==> src/rtl/mips_pkg.sv <==
// Shared MIPS core types and defaults: MEM-stage FSM encoding, datapath widths, zero constants.
// Pure declarations; no timing or flow control of its own.
package mips_pkg;

    localparam int DEF_DATA_W         = 32;
    localparam int DEF_REG_W          = 5;
    localparam int DEF_TIMEOUT_CYCLES = 16;

    typedef logic [0:0] state_t;
    localparam state_t S_IDLE = 1'b0;
    localparam state_t S_WAIT = 1'b1;

    localparam logic [DEF_DATA_W-1:0] ZERO_DATA = '0;
    localparam logic [DEF_REG_W-1:0]  ZERO_REG  = '0;

endpackage

==> src/rtl/mem_stage_if.sv <==
// Data-memory bus: req/we/addr/wdata out from the core, rdata/ready back; ready completes the access.
// The master holds req and the address phase stable until ready is seen.
interface mem_stage_if #(
    parameter int DATA_W = 32
);
    logic              req;
    logic              we;
    logic [DATA_W-1:0] addr;
    logic [DATA_W-1:0] wdata;
    logic [DATA_W-1:0] rdata;
    logic              ready;

    modport master (output req, we, addr, wdata, input rdata, ready);
    modport slave  (input req, we, addr, wdata, output rdata, ready);
endinterface

==> src/rtl/mem_stage_mem_wb.sv <==
// MEM/WB pipeline register: 1-cycle latency; bubble clears all fields, load captures the inputs.
// No backpressure of its own; the stage controller decides load vs bubble every cycle.
module mem_wb #(
    parameter int DATA_W = 32,
    parameter int REG_W  = 5
) (
    input  logic              clk,
    input  logic              reset,
    input  logic              load,
    input  logic              bubble,
    input  logic              reg_write_d,
    input  logic              mem_to_reg_d,
    input  logic [DATA_W-1:0] read_data_d,
    input  logic [DATA_W-1:0] alu_result_d,
    input  logic [REG_W-1:0]  write_reg_d,
    output logic              reg_write,
    output logic              mem_to_reg,
    output logic [DATA_W-1:0] read_data,
    output logic [DATA_W-1:0] alu_result,
    output logic [REG_W-1:0]  write_reg
);

    always_ff @(posedge clk) begin
        if (reset || bubble) begin
            reg_write  <= 1'b0;
            mem_to_reg <= 1'b0;
            read_data  <= '0;
            alu_result <= '0;
            write_reg  <= '0;
        end else if (load) begin
            reg_write  <= reg_write_d;
            mem_to_reg <= mem_to_reg_d;
            read_data  <= read_data_d;
            alu_result <= alu_result_d;
            write_reg  <= write_reg_d;
        end
    end

endmodule

==> src/rtl/mem_stage.sv <==
// MIPS MEM stage: data-memory access, branch resolution and MEM/WB register; 1 cycle + memory wait cycles.
// Holds the upstream pipeline via stall_out while the bus is not ready; a timeout ends a hung access.
module mem_stage
    import mips_pkg::*;
#(
    parameter int DATA_W         = DEF_DATA_W,
    parameter int REG_W          = DEF_REG_W,
    parameter int TIMEOUT_CYCLES = DEF_TIMEOUT_CYCLES
) (
    input  logic              clk,
    input  logic              reset,
    input  logic              reg_write_in,
    input  logic              mem_to_reg_in,
    input  logic              branch_in,
    input  logic              mem_read_in,
    input  logic              mem_write_in,
    input  logic              zero_in,
    input  logic [DATA_W-1:0] alu_result_in,
    input  logic [DATA_W-1:0] read_data2_in,
    input  logic [REG_W-1:0]  write_reg_in,
    input  logic [DATA_W-1:0] branch_target_in,
    output logic              pc_src,
    output logic [DATA_W-1:0] branch_target,
    output logic              flush_out,
    output logic              stall_out,
    mem_stage_if.master       dmem,
    output logic              wb_reg_write,
    output logic              wb_mem_to_reg,
    output logic [DATA_W-1:0] wb_read_data,
    output logic [DATA_W-1:0] wb_alu_result,
    output logic [REG_W-1:0]  wb_write_reg,
    output logic              mem_error
);

    localparam int               CNT_W    = $clog2(TIMEOUT_CYCLES + 1);
    localparam logic [CNT_W-1:0] CNT_LAST = CNT_W'(TIMEOUT_CYCLES - 1);

    state_t           state;
    logic [CNT_W-1:0] cnt;
    logic             mem_op;
    logic             done_ok;
    logic             timeout;
    logic [DATA_W-1:0] rd_capture;

    assign mem_op = mem_read_in | mem_write_in;

    // EX/MEM is frozen during WAIT, so the address phase simply follows the inputs.
    assign dmem.req   = mem_op | (state == S_WAIT);
    assign dmem.we    = mem_write_in;
    assign dmem.addr  = alu_result_in;
    assign dmem.wdata = read_data2_in;

    // cnt is 0 in IDLE, so a timeout of 1 fires in the issue cycle itself.
    assign done_ok   = dmem.req & dmem.ready;
    assign timeout   = dmem.req & ~dmem.ready & (cnt == CNT_LAST);
    assign stall_out = dmem.req & ~dmem.ready & ~(cnt == CNT_LAST);

    assign pc_src        = branch_in & zero_in & ~stall_out;
    assign flush_out     = pc_src;
    assign branch_target = branch_target_in;

    assign rd_capture = (done_ok && mem_read_in && !mem_write_in) ? dmem.rdata : '0;

    always_ff @(posedge clk) begin
        if (reset) begin
            state     <= S_IDLE;
            cnt       <= '0;
            mem_error <= 1'b0;
        end else begin
            if (stall_out) begin
                state <= S_WAIT;
                cnt   <= cnt + 1'b1;
            end else begin
                state <= S_IDLE;
                cnt   <= '0;
            end
            if (timeout) begin
                mem_error <= 1'b1;
            end
        end
    end

    mem_wb #(
        .DATA_W(DATA_W),
        .REG_W (REG_W)
    ) u_mem_wb (
        .clk         (clk),
        .reset       (reset),
        .load        (~stall_out),
        .bubble      (stall_out),
        .reg_write_d (reg_write_in & ~timeout),
        .mem_to_reg_d(mem_to_reg_in),
        .read_data_d (rd_capture),
        .alu_result_d(alu_result_in),
        .write_reg_d (write_reg_in),
        .reg_write   (wb_reg_write),
        .mem_to_reg  (wb_mem_to_reg),
        .read_data   (wb_read_data),
        .alu_result  (wb_alu_result),
        .write_reg   (wb_write_reg)
    );

endmodule

==> src/flat_wrapper.sv <==
// flat-port wrapper written by rule: the top's interface ports become plain ports
module mem_stage_flat import mips_pkg::*;
#(
    parameter int DATA_W         = DEF_DATA_W,
    parameter int REG_W          = DEF_REG_W,
    parameter int TIMEOUT_CYCLES = DEF_TIMEOUT_CYCLES
)
  (clk, reset, reg_write_in, mem_to_reg_in, branch_in, mem_read_in, mem_write_in, zero_in, alu_result_in, read_data2_in, write_reg_in, branch_target_in, pc_src, branch_target, flush_out, stall_out, wb_reg_write, wb_mem_to_reg, wb_read_data, wb_alu_result, wb_write_reg, mem_error, dmem_req, dmem_we, dmem_addr, dmem_wdata, dmem_rdata, dmem_ready);
  mem_stage_if #(.DATA_W(DATA_W)) dmem_i ();
  input  logic clk;
  input  logic reset;
  input  logic reg_write_in;
  input  logic mem_to_reg_in;
  input  logic branch_in;
  input  logic mem_read_in;
  input  logic mem_write_in;
  input  logic zero_in;
  input  logic [DATA_W-1:0] alu_result_in;
  input  logic [DATA_W-1:0] read_data2_in;
  input  logic [REG_W-1:0] write_reg_in;
  input  logic [DATA_W-1:0] branch_target_in;
  output logic pc_src;
  output logic [DATA_W-1:0] branch_target;
  output logic flush_out;
  output logic stall_out;
  output logic wb_reg_write;
  output logic wb_mem_to_reg;
  output logic [DATA_W-1:0] wb_read_data;
  output logic [DATA_W-1:0] wb_alu_result;
  output logic [REG_W-1:0] wb_write_reg;
  output logic mem_error;
  output wire logic [$bits(dmem_i.req)-1:0] dmem_req;
  output wire logic [$bits(dmem_i.we)-1:0] dmem_we;
  output wire logic [$bits(dmem_i.addr)-1:0] dmem_addr;
  output wire logic [$bits(dmem_i.wdata)-1:0] dmem_wdata;
  input wire logic [$bits(dmem_i.rdata)-1:0] dmem_rdata;
  input wire logic [$bits(dmem_i.ready)-1:0] dmem_ready;
  assign dmem_req = dmem_i.req;
  assign dmem_we = dmem_i.we;
  assign dmem_addr = dmem_i.addr;
  assign dmem_wdata = dmem_i.wdata;
  assign dmem_i.rdata = dmem_rdata;
  assign dmem_i.ready = dmem_ready;
  mem_stage #(.DATA_W(DATA_W), .REG_W(REG_W), .TIMEOUT_CYCLES(TIMEOUT_CYCLES)) u_core (.clk(clk), .reset(reset), .reg_write_in(reg_write_in), .mem_to_reg_in(mem_to_reg_in), .branch_in(branch_in), .mem_read_in(mem_read_in), .mem_write_in(mem_write_in), .zero_in(zero_in), .alu_result_in(alu_result_in), .read_data2_in(read_data2_in), .write_reg_in(write_reg_in), .branch_target_in(branch_target_in), .pc_src(pc_src), .branch_target(branch_target), .flush_out(flush_out), .stall_out(stall_out), .dmem(dmem_i), .wb_reg_write(wb_reg_write), .wb_mem_to_reg(wb_mem_to_reg), .wb_read_data(wb_read_data), .wb_alu_result(wb_alu_result), .wb_write_reg(wb_write_reg), .mem_error(mem_error));
endmodule
==> config.mk <==
export PLATFORM = sky130hd
export DESIGN_NAME = mem_stage_flat
export DESIGN_NICKNAME = d
export VERILOG_FILES = /design/src/rtl/mips_pkg.sv /design/src/rtl/mem_stage_if.sv /design/src/rtl/mem_stage_mem_wb.sv /design/src/rtl/mem_stage.sv /design/src/flat_wrapper.sv
export SDC_FILE = /design/constraint.sdc
export NUM_CORES = 1
export LEC_CHECK = 0
export ABC_AREA = 0
export ABC_CLOCK_PERIOD_IN_PS = 2100
export CORE_AREA = 2 2 124 126
export CTS_BUF_LIST = sky130_fd_sc_hd__clkbuf_16
export CTS_CLUSTER_DIAMETER = 30
export DETAILED_ROUTE_END_ITERATION = 8
export DIE_AREA = 0 0 126 128
export PLACE_DENSITY = 0.7
export SLEW_MARGIN = 20
export SYNTH_ARGS = -nofsm -noshare
export SYNTH_HDL_FRONTEND = slang
export SYNTH_HIERARCHICAL = 1
export SYNTH_SLANG_ARGS = --single-unit
export TNS_END_PERCENT = 100
==> constraint.sdc <==
create_clock -name clk -period 2.1 [get_ports clk]
set_input_delay 0.63 -clock clk [delete_from_list [all_inputs] [get_ports clk]]
set_output_delay 0.63 -clock clk [all_outputs]
set_load 0.1 [all_outputs]
# Yosys cells after proc, flatten, opt, wreduce, memory -nomap -nowiden
# Cells that the tools add are included.
# totals
ff_bits	78
in_bits	142
out_inout_bits	173
wordCells	30
# classes
add_sub_neg	1
n_eq_ne	1
n_mux	2
n_bitwise	13
reduce_logical	5
# ops
cell	n
$mux W32	1
$and A1 B1 Y1	7
$add A5 B1 Y5 const B	1
$eq A5 B4 Y1 const B	1
$not A1 Y1	4
$logic_and A1 B1 Y1	2
$or A1 B1 Y1	2
$reduce_or A2 Y1	1
$logic_not A1 Y1	1
$logic_or A1 B1 Y1	1
$mux W1	1

# Depth between registers and ports, before layout
# depth
word_depth	6
depth_mapped	9
mapped_depth_nobuf	7

# Hierarchy
# The synthesis kept the hierarchy.
# modules_own_cells
mod	instances	cells_per_inst	area_per_inst_um2	seq_area_each_um2
mem_wb	1	230	2581.2	1421.4
mem_stage	1	166	1276.2	140.1

# Least setup slack after synthesis
# OpenSTA, ideal clock, no wires.
# synth_path
path_type	register -> output
start	reg u_core.cnt[0]
end	out pc_src
arrival_time_ns	4.250
required_ns	1.470
path_slack_ns	-2.780
path_stages_with_launch	8
path_buffers	1
cell_sequence	dfxtp_1 ha_1 and3_1 ha_1 nor3_1 inv_1 and3_1 buf_4
# synth_between
elab_chain_len	5
# synth_rtl
element	line	text
start: declaration	mem_stage.sv:39	logic [CNT_W-1:0] cnt;
start signal: assignment	mem_stage.sv:72	cnt <= cnt + 1'b1;
$eq A5 B4 Y1	mem_stage.sv:56	assign stall_out = dmem.req & ~dmem.ready & ~(cnt == CNT_LAST);
$not A1 Y1	mem_stage.sv:56	
$and A1 B1 Y1	mem_stage.sv:56	
net stall_out	flat_wrapper.sv:25	output logic stall_out;
$not A1 Y1	mem_stage.sv:58	assign pc_src = branch_in & zero_in & ~stall_out;
$and A1 B1 Y1	mem_stage.sv:58	
end: declaration	flat_wrapper.sv:22	output logic pc_src;
# The timed path passes the listed nets, and every way through them passes these cells.

# Worst setup path after layout
# layout_path
start	reg u_core.cnt[0]
end	out pc_src
# layout_between
elab_chain_len	5
# layout_rtl
element	line
$eq A5 B4 Y1	mem_stage.sv:56
$not A1 Y1	mem_stage.sv:56
$and A1 B1 Y1	mem_stage.sv:56
$not A1 Y1	mem_stage.sv:58
$and A1 B1 Y1	mem_stage.sv:58
# No other way between the ends.

==> results.sh <==
export IMPL_status="complete, but fails checks"
export IMPL_violations="negative setup slack"
export IMPL_hold_viol=0
export IMPL_numCtsBuffers=9
export IMPL_track_usage_pct=12.64
export IMPL_critPathBufInv=2
export IMPL_routedWlPerCell_um=15.20
export IMPL_clock_latency_ns=0.33
export IMPL_post_dp_hpwl_um=8149
export IMPL_hold_end="u_core/cnt[0]"
export IMPL_fillers=1352
export IMPL_ys_ff_latch=78
export IMPL_total_power_mw=4.342
export IMPL_cts_root_buf="clkbuf_16"
export IMPL_num_vias=2808
export IMPL_drt_wl_total_um=10390
export IMPL_rsz0062_at_grt="true"
export IMPL_initial_core_util_pct=25.95
export IMPL_r2r_start="u_core/cnt[0]"
export IMPL_first_pass_iters=4
export IMPL_worst_pin_slew_ns=0.3484
export IMPL_gp_congestion=0.7195
export IMPL_crit_path_max_incr_delay_ns=0.33
export IMPL_via_per_inst=4.111
export IMPL_layout_drive_gt1_share_pct=32.12
export IMPL_grt_start_max_net_pins=47
export IMPL_path_max_fanout=3
export IMPL_finalSetupTns_ns=-0.7146
export IMPL_max_freq_ghz=0.4247
export IMPL_synth_edff_count=0
export IMPL_r2r_setup_slack_ns=0.04
export IMPL_design_area_mm2=0.006605
export IMPL_synth_distinct_cells=23
export IMPL_power_density_mw_per_mm2=657.4
export IMPL_hp_start="u_core/cnt[0]"
export IMPL_endpoint_kind="output port"
export IMPL_setup_ws_ns=-0.2544
export IMPL_critPathRequiredTime_ns=1.47
export IMPL_seqCellArea_mm2=0.001564
export IMPL_cts_buffer_depth=2
export IMPL_multi_input_area_mm2=0.001401
export IMPL_first_iter_violations=80
export IMPL_grt_pass1_vias=3051
export IMPL_h_tree_depth=3
export IMPL_die_area_mm2=0.01613
export IMPL_rr_worst_depth=11
export IMPL_r2r_end="u_core/u_mem_wb/read_data[8]"
export IMPL_arrival_ns=1.72
export IMPL_reg_largest_list="u_core/u_mem_wb/alu_result x32, u_core/u_mem_wb/read_data x32"
export IMPL_yosys_top_cells_area="dfxtp_1, buf_4, mux2i_1"
export IMPL_pin_count=315
export IMPL_netlist_instances=396
export IMPL_grt_pass1_wl_um=16230
export IMPL_pre_cts_ws_ns=-0.4238
export IMPL_synth_avg_cell_area_um2=9.741
export IMPL_leakage_nw=2.837
export IMPL_clock_sinks=78
export IMPL_io_buffers=186
export IMPL_post_dp_cell_area_mm2=0.006317
export IMPL_area_growth_pct=71.23
export IMPL_grt_ovfl_total=0
export IMPL_drc_errors=0
export IMPL_slew_headroom_pct=76.77
export IMPL_grt_antenna_before_repair=0
export IMPL_maxSlewViolCount=0
export IMPL_synth_largest_area_cell="dfxtp_1"
export IMPL_ys_seq_area_share_pct=40.48
export IMPL_ys_warn_count=6
export IMPL_die_width_um=126
export IMPL_hp_class="flop to flop"
export IMPL_cp_top_family="simple AND/OR/NAND/NOR gates"
export IMPL_synth_common_cells="buf_4, dfxtp_1, nor2_1"
export IMPL_cts_tree="done"
export IMPL_die_h_um=128
export IMPL_path_cells="ha_4 > and3_4 > ha_4 > nor3_4 > inv_4 > and3_4 > buf_12"
export IMPL_n_antenna_cell=0
export IMPL_ir_worst_vdd_uv=310.1
export IMPL_rows=45
export IMPL_synth_nets=540
export IMPL_cap_violations=0
export IMPL_ys_flop_type="dfxtp_1"
export IMPL_whs_path_depth=2
export IMPL_cts_reportedPaths_clkPinSlew_ns=0.06
export IMPL_ant_nets=0
export IMPL_yosysTopAreaCellShare_pct=40.48
export IMPL_nNetsFinal=634
export IMPL_finalSetupViolCount=3
export IMPL_crit_path_start_kind="flop"
export IMPL_ys_async_sr_fraction_pct=0
export IMPL_finClkSkew_ns=0.007993
export IMPL_synth_cell_area_mm2=0.003857
export IMPL_core_mm2=0.01486
export IMPL_period_minus_slack_ns=2.354
export IMPL_synth_most_common_cell="buf_4"
export IMPL_critical_path_slowest_cell="dfxtp_2"
export IMPL_whs_ns=0.5386
export IMPL_finalCritPeriodShare_pct=112.1
export IMPL_criticalPathCategory="flop to output port"
[how the worst max path moves through the flow]
stage / start / to / slack (ns) / depth (start not counted)
after detailed placement: mem_write_in / pc_src / -0.42 / 6
after global placement: mem_write_in / pc_src / -0.41 / 6
final: u_core/cnt[0] / pc_src / -0.25 / 7
after floorplan: u_core/cnt[0] / pc_src / -0.81 / 7
after global routing: u_core/cnt[0] / pc_src / -0.32 / 7
after CTS: u_core/cnt[0] / pc_src / -0.28 / 7
[through the flow]
step | std cells | util [%]
global placement | 664 | 42.50
CTS | 683 | 44.45
finish | 683 | 44.44
global route | 683 | 44.44
detailed placement | 664 | 42.50
floorplan | 396 | -
[layout by cell type (no fill, tap or decap), drive strengths merged, types with 4 or more instances in the layout]
cell           instances
clkinv                 4
clkbuf                 9
mux2i                 71
buf                  126
inv                    7
dfxtp                 78
nor2                  77
and2                  32
clkdlybuf4s50         74
[worst reg2reg max path: cells and delay by family (launching register included)]
family / cells / cell delay (ns)
AND/OR/NAND/NOR: 3 / 0.42
adder cells (fa/ha/maj): 2 / 0.32
flip-flops: 1 / 0.33
multiplexers: 1 / 0.26
buffers and inverters: 5 / 0.62
[what timing repair did]
| item | 4_1_cts | 5_1_grt |
|---|---|---|
| gates resized for setup | 10 | 2 |
| endpoints found under the setup margin | 4 | 4 |
| hold buffers | 0 | 0 |
| setup buffers | 3 | 1 |
| pin swaps | 4 | 1 |
[layout make-up]
class / count / share of cell area (%)
Tap cell: 188 / 3.561
Timing Repair Buffer: 201 / 47.19
Multi-Input combinational cell: 195 / 21.22
Clock inverter: 7 / 0.6251
Clock buffer: 9 / 3.410
Inverter: 5 / 0.3220
Sequential cell: 78 / 23.68
[report_power, final]
part           leakage [nW]  switching, mW  internal [mW]
Sequential            0.635         0.0495           1.53
Combinational          2.07          0.816          0.546
Clock                 0.132          0.612          0.791
[metal layers]
layer / GRT usage [%] / routed length (µm)
met1: 13.18 / 3730
met5: 0 / 0
met3: 4.424 / 959
met4: 6.852 / 376
met2: 22.33 / 5319
[logic make-up (layout without fill, tap and decap cells)]
logic type,count (synthesis),count (layout),synth area share (%)
adders and majority gates,2,2,0.6486
muxes,71,71,18.42
AOI/OAI and AO/OA,1,1,0.2595
buffers and inverters,123,222,24.72
and+or+nand+nor,119,119,15.02
xor gates and xnor gates,2,2,0.4542
DFF,78,78,40.48
No activity file was read; power rests on OpenSTA's default activity.
